File: src/rtl/wasm_mem_pkg.sv
`default_nettype none
// +----------------------------------------------------------------------+
// | Package : wasm_mem_pkg                                               |
// | Brief   : Arbiter FSM state encoding and trap codes shared by the    |
// |           memory arbiter and its helpers.                            |
// | Rev     : 1.0  initial release                                       |
// +----------------------------------------------------------------------+
package wasm_mem_pkg;

  // Arbiter states; HALT is only reachable when the timeout watchdog is built in.
  typedef enum logic [2:0] {
    ST_IDLE   = 3'd0,
    ST_BUSY_F = 3'd1,
    ST_BUSY_D = 3'd2,
    ST_RESP   = 3'd3,
    ST_HALT   = 3'd4
  } arb_state_t;

  localparam logic [3:0] TRAP_NONE        = 4'h0;
  localparam logic [3:0] TRAP_MEM_TIMEOUT = 4'h4;

endpackage
`default_nettype wire

File: src/rtl/mem_arbiter_timer.sv
`default_nettype none
// +----------------------------------------------------------------------+
// | Module  : mem_arbiter_timer                                          |
// | Brief   : Counts consecutive BUSY cycles without a memory ack and    |
// |           flags the cycle in which the TIMEOUT-th one ends.          |
// | Rev     : 1.0  initial release                                       |
// +----------------------------------------------------------------------+
module mem_arbiter_timer #(
  parameter int TIMEOUT = 255
) (
  input  logic clk,
  input  logic rst_n,
  input  logic i_busy,
  input  logic i_ack,
  output logic o_expired
);

  localparam int              c_CW   = (TIMEOUT > 1) ? $clog2(TIMEOUT + 1) : 1;
  localparam logic [c_CW-1:0] c_LAST = c_CW'(TIMEOUT - 1);

  logic [c_CW-1:0] r_cnt;

  // Count BUSY cycles; any ack or leaving BUSY restarts the window.
  always_ff @(posedge clk or negedge rst_n) begin
    if (!rst_n) begin
      r_cnt <= '0;
    end else if (!i_busy || i_ack) begin
      r_cnt <= '0;
    end else begin
      r_cnt <= r_cnt + c_CW'(1);
    end
  end

  // Fires during the last permitted BUSY cycle so the FSM leaves BUSY on its closing edge.
  assign o_expired = i_busy && !i_ack && (r_cnt == c_LAST);

endmodule
`default_nettype wire

File: src/rtl/mem_arbiter.sv
`default_nettype none
// +----------------------------------------------------------------------+
// | Module  : mem_arbiter                                                |
// | Brief   : Two-port (fetch/data) arbiter onto a single registered     |
// |           memory request channel, with fetch starvation guard.      |
// |           Define MEM_ARBITER_TIMEOUT_EN to build in the BUSY         |
// |           watchdog that traps and halts on a missing memory ack.     |
// | Rev     : 1.0  initial release                                       |
// +----------------------------------------------------------------------+
module mem_arbiter
  import wasm_mem_pkg::*;
#(
  parameter int ADDR_WIDTH   = 32,
  parameter int DATA_WIDTH   = 64,
  parameter int STARVE_LIMIT = 4,
  parameter int TIMEOUT      = 255
) (
  input  logic                    clk,
  input  logic                    reset,
  input  logic                    f_req,
  input  logic [ADDR_WIDTH-1:0]   f_addr,
  output logic                    f_ack,
  output logic [DATA_WIDTH-1:0]   f_rdata,
  input  logic                    d_req,
  input  logic                    d_we,
  input  logic [ADDR_WIDTH-1:0]   d_addr,
  input  logic [DATA_WIDTH-1:0]   d_wdata,
  input  logic [DATA_WIDTH/8-1:0] d_be,
  output logic                    d_ack,
  output logic [DATA_WIDTH-1:0]   d_rdata,
  output logic                    m_req,
  output logic                    m_we,
  output logic [ADDR_WIDTH-1:0]   m_addr,
  output logic [DATA_WIDTH-1:0]   m_wdata,
  output logic [DATA_WIDTH/8-1:0] m_be,
  input  logic                    m_ack,
  input  logic [DATA_WIDTH-1:0]   m_rdata,
  output logic [3:0]              trap
);

  localparam int              c_SW         = (STARVE_LIMIT > 0) ? $clog2(STARVE_LIMIT + 1) : 1;
  localparam logic [c_SW-1:0] c_STARVE_MAX = c_SW'(STARVE_LIMIT);

  arb_state_t              r_state;
  logic [c_SW-1:0]         r_starve;
  logic                    r_f_ack;
  logic                    r_d_ack;
  logic [DATA_WIDTH-1:0]   r_f_rdata;
  logic [DATA_WIDTH-1:0]   r_d_rdata;
  logic                    r_m_req;
  logic                    r_m_we;
  logic [ADDR_WIDTH-1:0]   r_m_addr;
  logic [DATA_WIDTH-1:0]   r_m_wdata;
  logic [DATA_WIDTH/8-1:0] r_m_be;
  logic [3:0]              r_trap;

  logic w_grant_d;
  logic w_grant_f;
  logic w_timeout;

  // Data normally wins; once fetch has lost STARVE_LIMIT times in a row it gets the slot.
  assign w_grant_d = d_req && !(f_req && (r_starve == c_STARVE_MAX));
  assign w_grant_f = f_req && !w_grant_d;

`ifdef MEM_ARBITER_TIMEOUT_EN
  logic w_busy;
  assign w_busy = (r_state == ST_BUSY_F) || (r_state == ST_BUSY_D);

  mem_arbiter_timer #(
    .TIMEOUT (TIMEOUT)
  ) u_timer (
    .clk       (clk),
    .rst_n     (reset),
    .i_busy    (w_busy),
    .i_ack     (m_ack),
    .o_expired (w_timeout)
  );
`else
  // Without the watchdog a BUSY state waits for m_ack forever.
  localparam int c_unused_timeout = TIMEOUT;
  assign w_timeout = 1'b0;
`endif

  // Arbiter FSM: grant, memory handshake, response pulse, and all registered outputs.
  always_ff @(posedge clk or negedge reset) begin
    if (!reset) begin
      r_state   <= ST_IDLE;
      r_starve  <= '0;
      r_f_ack   <= 1'b0;
      r_d_ack   <= 1'b0;
      r_f_rdata <= '0;
      r_d_rdata <= '0;
      r_m_req   <= 1'b0;
      r_m_we    <= 1'b0;
      r_m_addr  <= '0;
      r_m_wdata <= '0;
      r_m_be    <= '0;
      r_trap    <= TRAP_NONE;
    end else begin
      r_f_ack <= 1'b0;
      r_d_ack <= 1'b0;
      case (r_state)
        ST_IDLE: begin
          if (w_grant_d) begin
            r_m_req   <= 1'b1;
            r_m_we    <= d_we;
            r_m_addr  <= d_addr;
            r_m_wdata <= d_wdata;
            r_m_be    <= d_be;
            r_state   <= ST_BUSY_D;
          end else if (w_grant_f) begin
            // Fetches are full-word reads.
            r_m_req   <= 1'b1;
            r_m_we    <= 1'b0;
            r_m_addr  <= f_addr;
            r_m_wdata <= '0;
            r_m_be    <= '1;
            r_state   <= ST_BUSY_F;
          end
          if (!f_req || w_grant_f) begin
            r_starve <= '0;
          end else if (w_grant_d) begin
            r_starve <= r_starve + c_SW'(1);
          end
        end
        ST_BUSY_F, ST_BUSY_D: begin
          if (m_ack) begin
            r_m_req <= 1'b0;
            if (r_state == ST_BUSY_F) begin
              r_f_rdata <= m_rdata;
              r_f_ack   <= 1'b1;
            end else begin
              r_d_rdata <= m_rdata;
              r_d_ack   <= 1'b1;
            end
            r_state <= ST_RESP;
          end else if (w_timeout) begin
            r_m_req <= 1'b0;
            r_trap  <= TRAP_MEM_TIMEOUT;
            r_state <= ST_HALT;
          end
        end
        ST_RESP: r_state <= ST_IDLE;
        ST_HALT: r_state <= ST_HALT;
        default: r_state <= ST_IDLE;
      endcase
    end
  end

  assign f_ack   = r_f_ack;
  assign d_ack   = r_d_ack;
  assign f_rdata = r_f_rdata;
  assign d_rdata = r_d_rdata;
  assign m_req   = r_m_req;
  assign m_we    = r_m_we;
  assign m_addr  = r_m_addr;
  assign m_wdata = r_m_wdata;
  assign m_be    = r_m_be;
  assign trap    = r_trap;

endmodule
`default_nettype wire

File: config.mk
export PLATFORM = sky130hd
export DESIGN_NAME = mem_arbiter
export DESIGN_NICKNAME = d
export VERILOG_FILES = /design/src/rtl/wasm_mem_pkg.sv /design/src/rtl/mem_arbiter_timer.sv /design/src/rtl/mem_arbiter.sv
export SDC_FILE = /design/constraint.sdc
export NUM_CORES = 1
export LEC_CHECK = 0
export CAP_MARGIN = 20
export CELL_PAD_IN_SITES_DETAIL_PLACEMENT = 1
export CELL_PAD_IN_SITES_GLOBAL_PLACEMENT = 2
export CORE_ASPECT_RATIO = 0.5
export CORE_UTILIZATION = 28
export CTS_CLUSTER_SIZE = 25
export DETAILED_ROUTE_END_ITERATION = 8
export GPL_TIMING_DRIVEN = 0
export PLACE_DENSITY = 0.95
export SKIP_CTS_REPAIR_TIMING = 1
export SKIP_LAST_GASP = 1
export SLEW_MARGIN = 20
export SYNTH_ARGS = -nofsm -noshare
export SYNTH_HDL_FRONTEND = slang
export SYNTH_SLANG_ARGS = --single-unit
File: constraint.sdc
create_clock -name clk -period 2.7 [get_ports clk]
set_input_delay 0.405 -clock clk [delete_from_list [all_inputs] [get_ports clk]]
set_output_delay 0.405 -clock clk [all_outputs]
set_load 0.02 [all_outputs]
* Word level (Yosys, flattened, before mapping)
Index checks and enable logic that the tools add are counted.
W data, S select, Z words.
** Storage, ports and cells
- Bits in writable memories :: 0
- Bits in latches :: 0
- Bits in registers :: 242
- Memory bits (read-only) :: 0
- Output and inout bits :: 240
- Word-level logic and storage cells :: 61
- Input bits :: 206
- Memories kept :: 0
** Operators by class
- Muxes and demuxes :: 24
- Shifts and indexed selects :: 0
- Add/sub/neg operators :: 1
- Multiply operators :: 0
- Equality and inequality tests :: 6
- Divide/modulo/power cells :: 0
- Reduce and logical (&&, ||, !) cells :: 18
- Order comparisons :: 0
- Bitwise operators :: 1
** Operator list (count)
- $mux W64 :: 2
- $mux W32 :: 2
- $mux W8 :: 2
- $mux W3 :: 5
- $mux W1 :: 11
- $pmux W3 S3 :: 1
- $reduce_and A3 Y1 :: 3
- $eq A3 B3 Y1 const B :: 2
- $reduce_and A2 Y1 :: 3
- $reduce_bool A2 Y1 :: 3
- $add A3 B1 Y3 const B :: 1
- $eq A3 B1 Y1 const B :: 1
- $eq A3 B2 Y1 const B :: 1
- $logic_and A1 B1 Y1 :: 3
- $logic_not A1 Y1 :: 3
- $logic_not A3 Y1 :: 1
- $ne A3 B3 Y1 const B :: 1
- $ne A2 B2 Y1 const B :: 1
- $pmux W1 S2 :: 1
- $reduce_or A2 Y1 :: 1
- $logic_or A1 B1 Y1 :: 1
- $not A1 Y1 :: 1

* Longest topological paths before layout
Gate-level depths: netlist (run 1).
- Word-level depth :: 9
- Gate-level depth with buffers :: 8
- Gate-level depth less buffers :: 5

* Worst setup path after synthesis (run 1)
No wires, ideal clock.
- Kind :: reg2reg
- Start :: register r_state[0]
- End :: register r_d_rdata[14], in the netlist d_rdata[14]
- Required time :: 2.575 ns
- Buffers on the path :: 3
- Stages on the path, launching flop included :: 6
- Slack :: 1.018 ns
- Setup time :: 0.125 ns
- Clock period less this slack :: 1.682 ns
- Arrival time :: 1.557 ns
- Cells stage by stage :: dfrtp_1 > buf_2 > nor4b_2 > buf_2 > buf_2 > mux2_2
** On the way
- Longest elaborated chain between the ends :: 3
- Elaborated cells on any way between the ends :: 5
- Those cells by class :: 2 x eq/ne; 1 x bitwise; 2 x reduce/logical
** Ends and longest elaborated chain
- start: declaration :: line mem_arbiter.sv:44 : arb_state_t r_state;
- start signal: assignment :: line mem_arbiter.sv:87 : r_state <= ST_IDLE;
- start signal: assignment :: line mem_arbiter.sv:110 : r_state <= ST_BUSY_D;
- start signal: assignment :: line mem_arbiter.sv:118 : r_state <= ST_BUSY_F;
- $eq A3 B1 Y1 / $eq A3 B2 Y1 (equally long branches) :: line mem_arbiter.sv:102, mem_arbiter.sv:129
- $reduce_or A2 Y1 / $not A1 Y1 (equally long branches)
- $reduce_and A3 Y1 (no source line) *
- end signal: assignment :: line mem_arbiter.sv:133 : r_d_rdata <= m_rdata;
- end: declaration :: line mem_arbiter.sv:49 : logic [DATA_WIDTH-1:0] r_d_rdata;
Mark *: on every way between the ends. The rest lies on a longest branch, timed or not.
A chain may end at the register's enable or synchronous reset.

* Worst setup path in the final report (run 1)
- Start :: register r_state[0]
- End :: register r_d_rdata[42], in the netlist d_rdata[42]
The elaborated chain is that of the path after synthesis.

==> results.md, run 1 <==
* DR vias/cell at about 4.9
* Final GP Congestion at between 0.9 and 1
* Final WL at around 37,000 um
* Vias at about 7,700
* Row count at 47
* Initial cell density of the core at ~29%
* Die W at approximately 260 um
* Final Core Density at between 40% and 50%
* Critical Path Fanout Max at 10
* Hold crit path type: in -> reg
* RSZ-0062 raised after global routing: false
* Layout Area Growth over Synthesis at 63.4%
* Max Fclk at 0.459 GHz
* Post-Syn Instances at 638
* Crit path time final at roughly 2.2 ns
* Slew Limit Fails at 0
* Synth warnings at 0
* Post-synth EDFFs at 0
* Critical Path Start Type: flip-flop
* Clock tree sinks at 242
* Synthesized flop and latch total at approximately 240
* Die height at roughly 130 um
* Ys flop type: dfrtp_1
* Routed wire per std cell at around 24 um
* Final Cycle Share at 80.8%
* Final setup fails at 0
* Final hold viol count at 0
* DRT antenna net count at 0
* First-pass GRT wire length at between 50,000 and 60,000 um
* Netlist cell types at 35
* Initial antenna violation count at 3
* Clk_lat worst skew at 0.55 ns
* Slew HR at 50.0%
* CTS tree: done
* Crit path capture type: flip-flop
* Register area share after synthesis at 64.1%
* CTS buffer count at 26
* Vias in the first global route at around 8,600
* CP arrival at approximately 2.6 ns
* Clk root buf: clkbuf_16
* Cell Pwr Density at approximately 1300 mW/mm2
* Post-DP HPWL at ~28,000 um
* Layout cells sized above 1 at about 20%
* Synthesized area per cell at approximately 15 um2
* Setup ws final at between 0.5 and 0.6 ns
* Clk_skew at 0.0158 ns
* Grt total ovfl at 0
* CTS Buffer Depth at 3
* I/O Pins at 446
* Crit path required time at 3.13 ns
* Largest net degree at the start of global routing at about 100
* Clk pin slew, worst setup/hold paths at approximately 0.060 ns
* Layout Nets at between 1,000 and 1,500
* Cell Area, Synth at 0.00945 mm2
* Worst-Margin Slew at around 0.75 ns
* Die area at between 0.03 and 0.04 mm2
* DR pass1 iterations at 5
* Drc violations at 0
* DRT iter0 DRCs at about 360
* CTS H-Tree Depth at 1
* Static Leakage at around 0.0063 uW
* Crit path kind: reg -> reg
* Port-buffer cells at 440
* Asr flop ratio synth at 100%
* Dpl ws at ~0.011 ns
* Largest vdd supply drop at between 0.5 and 0.6 mV
* Status: completed
* Overall Global Routing Usage at between 20% and 30%
* Number of max-cap violations at 0
* Core area at approximately 0.033 mm2
-- metrics by stage --
stage	instances	setup TNS, ns	total power [uW]	hold slack, ns	area (um2)
after CTS	1572	0	20300	-0.230	15400
after detailed placement	1524	0	16200	0.360	14500
after floorplan	641	0	11100	0.109	9460
final	1576	0	20100	0.186	15400
after global placement	1522	-2146.10	15800	0.470	14400
after global routing	1576	0	20900	0.182	15400
-- state kept, by name (all words and copies together) (netlist names) --
| signal | count |
|---|---|
| d_ack | 1 |
| f_ack | 1 |
| d_rdata | 64 |
| r_state | 3 |
| m_req | 1 |
| m_we | 1 |
| m_addr | 32 |
| r_starve | 3 |
| f_rdata | 64 |
| m_wdata | 64 |
| m_be | 8 |
-- cells in the final DEF, fill, tap and decap left out, types with 5 or more instances in the layout --
cell             Yosys  layout
inv_1                6       6
clkbuf_8             0       6
a22o_1              65      65
clkinv_2             0       5
clkdlybuf4s50_1      0     439
clkbuf_16            0      26
o22a_1               8       8
dfrtp_1            242     242
a2bb2oi_1           32      32
buf_6                6       6
mux2_2             128     128
a311oi_1            32      32
o21ai_0             35      35
clkbuf_1            24      24
buf_2               27      27
-- where the power goes --
group	internal, uW	switching (uW)
logic	4910	4850
registers	5350	1030
clock network	2330	1610
total	12600	7490
-- area by class of cell --
type / instances / area, um2
Fill cell: 3351 / 17700
Sequential cell: 242 / 6060
Timing Repair Buffer: 443 / 4470
Multi-Input combinational cell: 332 / 3060
Clock buffer: 32 / 733
Tap cell: 441 / 552
Buffer: 61 / 323
Clock inverter: 16 / 213
Inverter: 6 / 22.5
Antenna cell: 3 / 7.51
-- worst max-delay path, cell delays in order, from the launching register on --
cell,delay (ns)
dfrtp_1,0.35
buf_2,0.18
nor4b_2,0.45
buf_2,0.35
buf_2,0.35
mux2_2,0.38
-- cells in the mapped netlist (2+ instances only) --
library cell | n | area share [%]
buf_6 | 6 | 0.72
clkbuf_1 | 24 | 0.95
mux2_2 | 128 | 15
dfrtp_1 | 242 | 64
o22a_1 | 8 | 0.74
nand3_1 | 4 | 0.21
nand2_1 | 3 | 0.12
inv_1 | 6 | 0.24
ha_1 | 2 | 0.26
buf_2 | 27 | 1.4
buf_4 | 4 | 0.32
a2bb2oi_1 | 32 | 3.0
a22o_1 | 65 | 6.0
a311oi_1 | 32 | 3.0
o21ai_0 | 35 | 1.9
-- worst paths after layout --
kind	from	depth (start not counted)	slack, ns	to
max in group asynchronous	reset	3	1.45	f_rdata[45]
worst max register to register	r_state[0]	5	0.52	d_rdata[42]
min in group asynchronous	reset	2	0.38	m_be[5]
worst min-delay path	f_req	3	0.19	r_starve[0]
worst max-delay path	r_state[0]	5	0.52	d_rdata[42]
worst min register to register	m_be[2]	1	0.49	m_be[2]
-- metal layers --
metal | vias to the layer above | share of wire [%] | GRT usage, % | wire length [um]
met5 | - | 0 | 0 | 0
met1 | 4064 | 38 | 25.3 | 14400
met4 | 0 | 4.4 | 8.82 | 1640
met2 | 206 | 54 | 38.5 | 20100
met3 | 93 | 3.5 | 3.44 | 1320
li1 | 3356 | - | - | -
-- cell families (layout without fill, tap and decap cells) --
logic type,count (synthesis),after routing,share of synthesized area (%)
flip-flops,242,242,64.1
AO/OA/AOI/OAI,179,179,15.1
multiplexers,129,129,15.4
buffers and inverters,67,558,3.66
AND/OR/NAND/NOR,17,17,1.34
adder cells (fa/ha/maj),2,2,0.265
other,1,7,0.0397
XOR/XNOR,1,1,0.0927
Power figures use the tool's default switching activity.
==> inputs of run 2 (changes only) <==
--- a/config.mk
+++ b/config.mk
@@ -9,11 +9,11 @@
 export CELL_PAD_IN_SITES_DETAIL_PLACEMENT = 1
 export CELL_PAD_IN_SITES_GLOBAL_PLACEMENT = 2
 export CORE_ASPECT_RATIO = 0.5
-export CORE_UTILIZATION = 28
+export CORE_UTILIZATION = 23
 export CTS_CLUSTER_SIZE = 25
 export DETAILED_ROUTE_END_ITERATION = 8
 export GPL_TIMING_DRIVEN = 0
-export PLACE_DENSITY = 0.95
+export PLACE_DENSITY = 0.85
 export SKIP_CTS_REPAIR_TIMING = 1
 export SKIP_LAST_GASP = 1
 export SLEW_MARGIN = 20
==> constraint.sdc (replaced) <==
create_clock -name clk -period 1.8 [get_ports clk]
set_input_delay 0.27 -clock clk [delete_from_list [all_inputs] [get_ports clk]]
set_output_delay 0.27 -clock clk [all_outputs]
set_load 0.02 [all_outputs]
==> run 2 against run 1 <==
  * The run now ends with negative setup slack left
  * Utilization decreased by 4.7 points
  * Non-clock buffer count increased by 26
  * First-iteration DRC count decreased by 18%
  * Via count increased by 0.91%
  * Critical path type unchanged
  * Largest cell class unchanged
==> results.md, run 2 (synthesized netlist as in run 1, its figures left out) <==
* CTS Buffer Depth at 3
* Post-DP HPWL at roughly 29,000 um
* Placed Area at around 0.015 mm2
* FF-to-FF path depth at 8
* Slew Limit Fails at 0
* Die height at 145 um
* Crit path time final at 1.92 ns
* Die area at about 0.042 mm2
* Multi-input gate area at around 0.0033 mm2
* CTS buffer count at 26
* Layout Nets at about 1,300
* Clk pin slew, worst setup/hold paths at 0.07 ns
* Vias in the first global route at around 8,500
* Final Core Density at between 40% and 50%
* Final Cycle Share at 106%
* Buffers and inverters on the worst path at 5
* RSZ-0062 raised after global routing: true
* Row count at 52
* Fin cells at between 1,500 and 2,000
* Setup ws final at -0.115 ns
* I/O Pins at roughly 450
* Family with the most delay on the worst path: buffers and inverters
* Worst reg2reg setup slack at -0.12 ns
* Vias at 7,789
* DRT iter0 DRCs at between 200 and 300
* DRT antenna net count at 0
* CTS tree: done
* Layout cells sized above 1 at 24.4%
* Comb pwr share at roughly 51%
* Slew HR at between 40 and 50%
* Clk root buf: clkbuf_16
* Crit Reg-Reg Endpoint: m_wdata[59]
* Commonest non-fill, non-tap cell in the layout: dfrtp_1
* Routed wire per std cell at 23.8 um
* Reg-to-Reg Start: r_state[0]
* Critical Path Fanout Max at 8
* DR vias/cell at 4.58
* Final GP Congestion at roughly 0.95
* Reg power frac at ~31%
* Largest net degree at the start of global routing at 91
* Hold EP: r_starve[0]
* CP max stage cell: or3_4
* Drc violations at 0
* DR pass1 iterations at 6
* Commonest non-fill, non-tap cells in the layout: dfrtp_1, dlymetal6s2s_1, clkdlybuf4s50_1
* Final hold viol count at 0
* Failing checks: negative setup slack
* Static Leakage at 0.00913 uW
* Hold path cells at 3
* Clock tree sinks at around 240
* Initial antenna violation count at 1
* Hold crit path type: in -> reg
* Crit path capture type: flip-flop
* Post-Layout Inst Area at around 0.017 mm2
* Final hold slack at between 0.07 and 0.08 ns
* Register area at about 0.0061 mm2
* Port-buffer cells at 440
* CP arrival at 2.38 ns
* Total chip power at about 31,000 uW
* # fillers at 4,159
* Initial cell density of the core at 23.3%
* Grt total ovfl at 0
* Status: complete, but fails checks
* P_sw at 11,500 uW
* Clk_skew at ~0.013 ns
* Layout Area Growth over Synthesis at 79.5%
* Max Fclk at 0.522 GHz
* Number of max-cap violations at 0
* Crit path required time at approximately 2.3 ns
* Worst-Margin Slew at about 0.77 ns
* Clock power share at 18.2%
* First-pass GRT wire length at 56,800 um
* Final WL at roughly 40,000 um
* Cells after DPL at roughly 1,600
* Int Pwr at between 15,000 and 20,000 uW
* CP most frequent cell: buf_12
* Die W at about 290 um
* CP Cell Sequence: buf_6 > or3_4 > buf_8 > nor3_4 > buf_12 > buf_12 > clkbuf_16 > a22o_1
* Final setup fails at 74
* Largest vdd supply drop at 0.769 mV
* Cell Pwr Density at 1810 mW/mm2
* CP max stage delay at about 0.4 ns
* Critical Path Start Type: flip-flop
* Overall Global Routing Usage at roughly 18%
* Clk_lat worst skew at roughly 0.54 ns
* Hold Crit Start: f_req
* CTS H-Tree Depth at 1
* Core area at approximately 0.04 mm2
* Sw frac at 37.6%
* Crit path kind: reg -> reg
-- run 2: cell types whose count changed in the layout (fill, tap and decap cells not counted), moves of 8 or more --
cell             change
clkdlybuf4s50_1    -231
dlymetal6s2s_1     +231
mux2_2              -25
mux2_4              +25
a311oi_1            -20
a311oi_2            +19
buf_2               -18
buf_4               +11
clkbuf_1            -11
clkbuf_16           +11
clkbuf_2             +9
buf_8                +8
-- run 2: per-stage QoR --
step	worst slack, ns	TNS (ns)
2_1_floorplan	0.118	0
3_3_place_gp	-9.71	-2429.37
3_5_place_dp	-0.857	-94.60
4_1_cts	-0.389	-52.39
5_1_grt	-0.157	-9.50
6_report	-0.115	-4.22
-- run 2: worst max-delay path by stage --
stage / end / depth (start not counted) / from / slack (ns)
2_1_floorplan: d_rdata[14] / 5 / r_state[0] / 0.12
3_3_place_gp: d_rdata[51] / 1 / reset / -9.71
3_5_place_dp: m_wdata[32] / 6 / d_req / -0.86
4_1_cts: m_wdata[32] / 6 / r_state[1] / -0.39
5_1_grt: m_wdata[32] / 8 / r_state[0] / -0.16
6_report: m_wdata[59] / 8 / r_state[0] / -0.12
-- run 2: tightest hold or removal path: stages --
cell and delay, ns:
buf_2 0.16, nand2_1 0.08, o22ai_1 0.05
-- run 2: power by group through the flow --
stage	clock network, uW	logic, uW	registers (uW)
global route	5950	16200	9870
CTS	5710	14700	9600
detailed placement	0	14700	9650
finish	5580	15500	9570
floorplan	0	4130	12400
global placement	0	14300	9510
-- run 2: final cells by class --
class                   instances  area share [%]
flip-flops and latches        242            35.7
clock inverters                13           0.708
well taps                     540            3.98
plain buffers                  60            3.12
diodes                          1          0.0148
multi-input cells             332            19.6
inverters                       6           0.133
clock buffers                  35            4.46
repair buffers                470            32.3
-- run 2: routing by layer --
layer | part of all wire (%) | up-vias | GRT usage, %
met2 | 55 | 174 | 33.1
met3 | 3.3 | 82 | 3.07
met1 | 38 | 4121 | 20.6
li1 | - | 3412 | -
met5 | 0 | - | 0
met4 | 3.6 | 0 | 6.26
==> variant (settings of run 2) <==
Change the parameter `ADDR_WIDTH` from 32 to 64.
--- a/src/rtl/mem_arbiter.sv
+++ b/src/rtl/mem_arbiter.sv
@@ -11,5 +11,5 @@
   import wasm_mem_pkg::*;
 #(
-  parameter int ADDR_WIDTH   = 32,
+  parameter int ADDR_WIDTH   = 64,
   parameter int DATA_WIDTH   = 64,
   parameter int STARVE_LIMIT = 4,
Ports: changed (resized d_addr, f_addr and m_addr); port bits go from 446 to 542. No check against the original RTL was run, so the function may have changed too.
==> variant against run 2 <==
The flow finishes with violations (DRC, setup timing). Sequential cell count up 32. Worst setup slack worse by 0.035 ns. Maximum frequency down 1.8%. Sequential power up 13%. Final cell count up 22%. Wire length up 29%. Largest cell class is now non-clock buffers. Power up 19%. Final area up 21%. Synthesized area up 19%. Sequential share of layout area down 2.4 points.
==> variant: results (changes against run 2) <==
grt_pass1_vias: 9856  # was 8,459
leakage_nw: 10.8  # was 9.13 nW
dp.cells: 1970  # was 1,623
wire_per_inst_um: 25.1  # was 23.8 µm
drive_gt1_share_pct: 21.1  # was 24.4%
grt_max_degree: 88  # was 91
grt_pass1_wl_um: 67200  # was 56,800 µm
fin_nets: 1680  # was 1,346
fin_ws_ns: -0.151  # was -0.115 ns
fin_skew_ns: 0.0161  # was 0.0135 ns
dp_hpwl_um: 36200  # was 29,000 µm
ys_types: 33  # was 35
yosysWarnings: 0  # unchanged
worstRegToRegCells: 7  # was 8
drt_iter0_drc: 542  # was 292
ir_worst_vdd_v: 0.000719  # was 0.000769 V
syn_avg_cell_area_um2: 14.3  # was 14.8 µm²
violations: "DRC, setup timing"  # was setup timing
ys_top_cells_by_count: "274 x dfrtp_1, 128 x mux2_2, 72 x o22a_1"  # was 242 x dfrtp_1, 128 x mux2_2, 65 x a22o_1
clk_pin_slew_worst_paths_ns: 0.07  # about the same
hold_path_class: "primary input to asynchronous set/reset pin"  # was primary input to flop
port_buffers: 536  # was 440
r2r-end: "m_addr[17]"  # was m_wdata[59]
clock_latency_ns: 0.58  # was 0.54 ns
critPathTopFamily: "buffers and inverters"  # unchanged
crit_arrival_ns: 2.40  # was 2.38 ns
wirelength_um: 52000  # was 40,500 µm
htree_levels: 1  # unchanged
num-fill-cells: 4837  # was 4,159
vias: 9644  # was 7,789
pre_cts_slack_ns: -1.29  # was -0.857 ns
setup_violations: 135  # was 74
dpl_cell_area_mm2: 0.0175  # was 0.0146 mm²
synthArstFlopShare_pct: 100  # unchanged
crit_type: "flop to flop"  # unchanged
grt_use_total_pct: 18.2  # was 17.9%
cts_made_buffers: 28  # was 26
seq_area_frac_synth_pct: 60.9  # was 64.1%
cp_max_fo: 8  # unchanged
antenna_found_initial: 9  # was 1
r2r-start: "r_state[1]"  # was r_state[0]
drcViolationCount: 16  # was 0
finalWeightedCongestion: 0.835  # was 0.952
outcome: "complete, but fails checks"  # unchanged
worstMarginPinSlew_ns: 0.740  # was 0.774 ns
yosys-top-cells-area: "dfrtp_1 61%, mux2_2 13%, a311o_1 5.7%"  # was dfrtp_1 64%, mux2_2 15%, a22o_1 6.0%
variant: cell count changes after synthesis, moves of 4 or more:
cell	change
clkbuf_1	+22
a2bb2oi_1	-32
buf_2	+4
o21ai_0	-31
a311o_1	+64
a21boi_0	+64
a311oi_1	-32
o22a_1	+64
dfrtp_1	+32
variant: cell type report:
type                    instances  area share [%]
flip-flops and latches        274            33.3
clock inverters                16            1.05
repair buffers                586            33.3
clock buffers                  34            3.66
inverters                       5          0.0912
well taps                     638            3.88
multi-input cells             428            20.5
diodes                         11           0.134
plain buffers                  85            4.05
variant: layer usage:
metal	global-route usage (%)	vias to the layer above	routed length (µm)
met2	32.2	201	28100
met5	0	-	0
li1	-	4296	-
met3	3.74	84	2010
met4	7.19	0	1620
met1	21.7	5063	20300
variant: kinds of logic (layout without fill, tap and decap cells):
| logic type | Yosys count | count (layout) | synth area share (%) |
|---|---|---|---|
| other cells | 1 | 15 | 0.0333 |
| fa+ha+maj | 2 | 2 | 0.222 |
| mux | 129 | 129 | 12.9 |
| compound gates | 275 | 275 | 21.2 |
| buf+inv | 91 | 726 | 3.84 |
| flops | 274 | 274 | 60.9 |
| simple gates | 17 | 17 | 0.856 |
| xor+xnor | 1 | 1 | 0.0778 |
variant: how the worst min path moves through the flow:
stage                             end  startpoint  cells past startpoint  slack [ns]
after global routing       f_rdata[1]       reset                      2        0.10
after CTS                 f_rdata[28]       reset                      1       -0.52
final                     d_rdata[18]       reset                      2        0.13
after global placement        m_be[3]     m_be[3]                      1        0.47
after floorplan                 d_ack       reset                      0       -0.03
after detailed placement  d_rdata[28]       reset                      1        0.12
variant: power breakdown:
group | total, mW | leakage (nW) | internal [mW] | switching [mW]
combinational | 19.4 | 7.05 | 10.1 | 9.26
sequential | 10.8 | 3.26 | 9.11 | 1.67
clock | 6.40 | 0.463 | 3.58 | 2.82
total | 36.5 | 10.8 | 22.8 | 13.8
variant: metrics by stage:
step / utilization [%] / hold slack (ns) / TNS [ns]
2_1_floorplan: - / -0.0256 / -0.0110
6_report: 43.2 / 0.131 / -6.95
4_1_cts: 38.9 / -0.518 / -153.94
5_1_grt: 43.2 / 0.101 / -19.02
3_5_place_dp: 36.8 / 0.120 / -205.06
3_3_place_gp: 36.7 / 0.471 / -3577.37
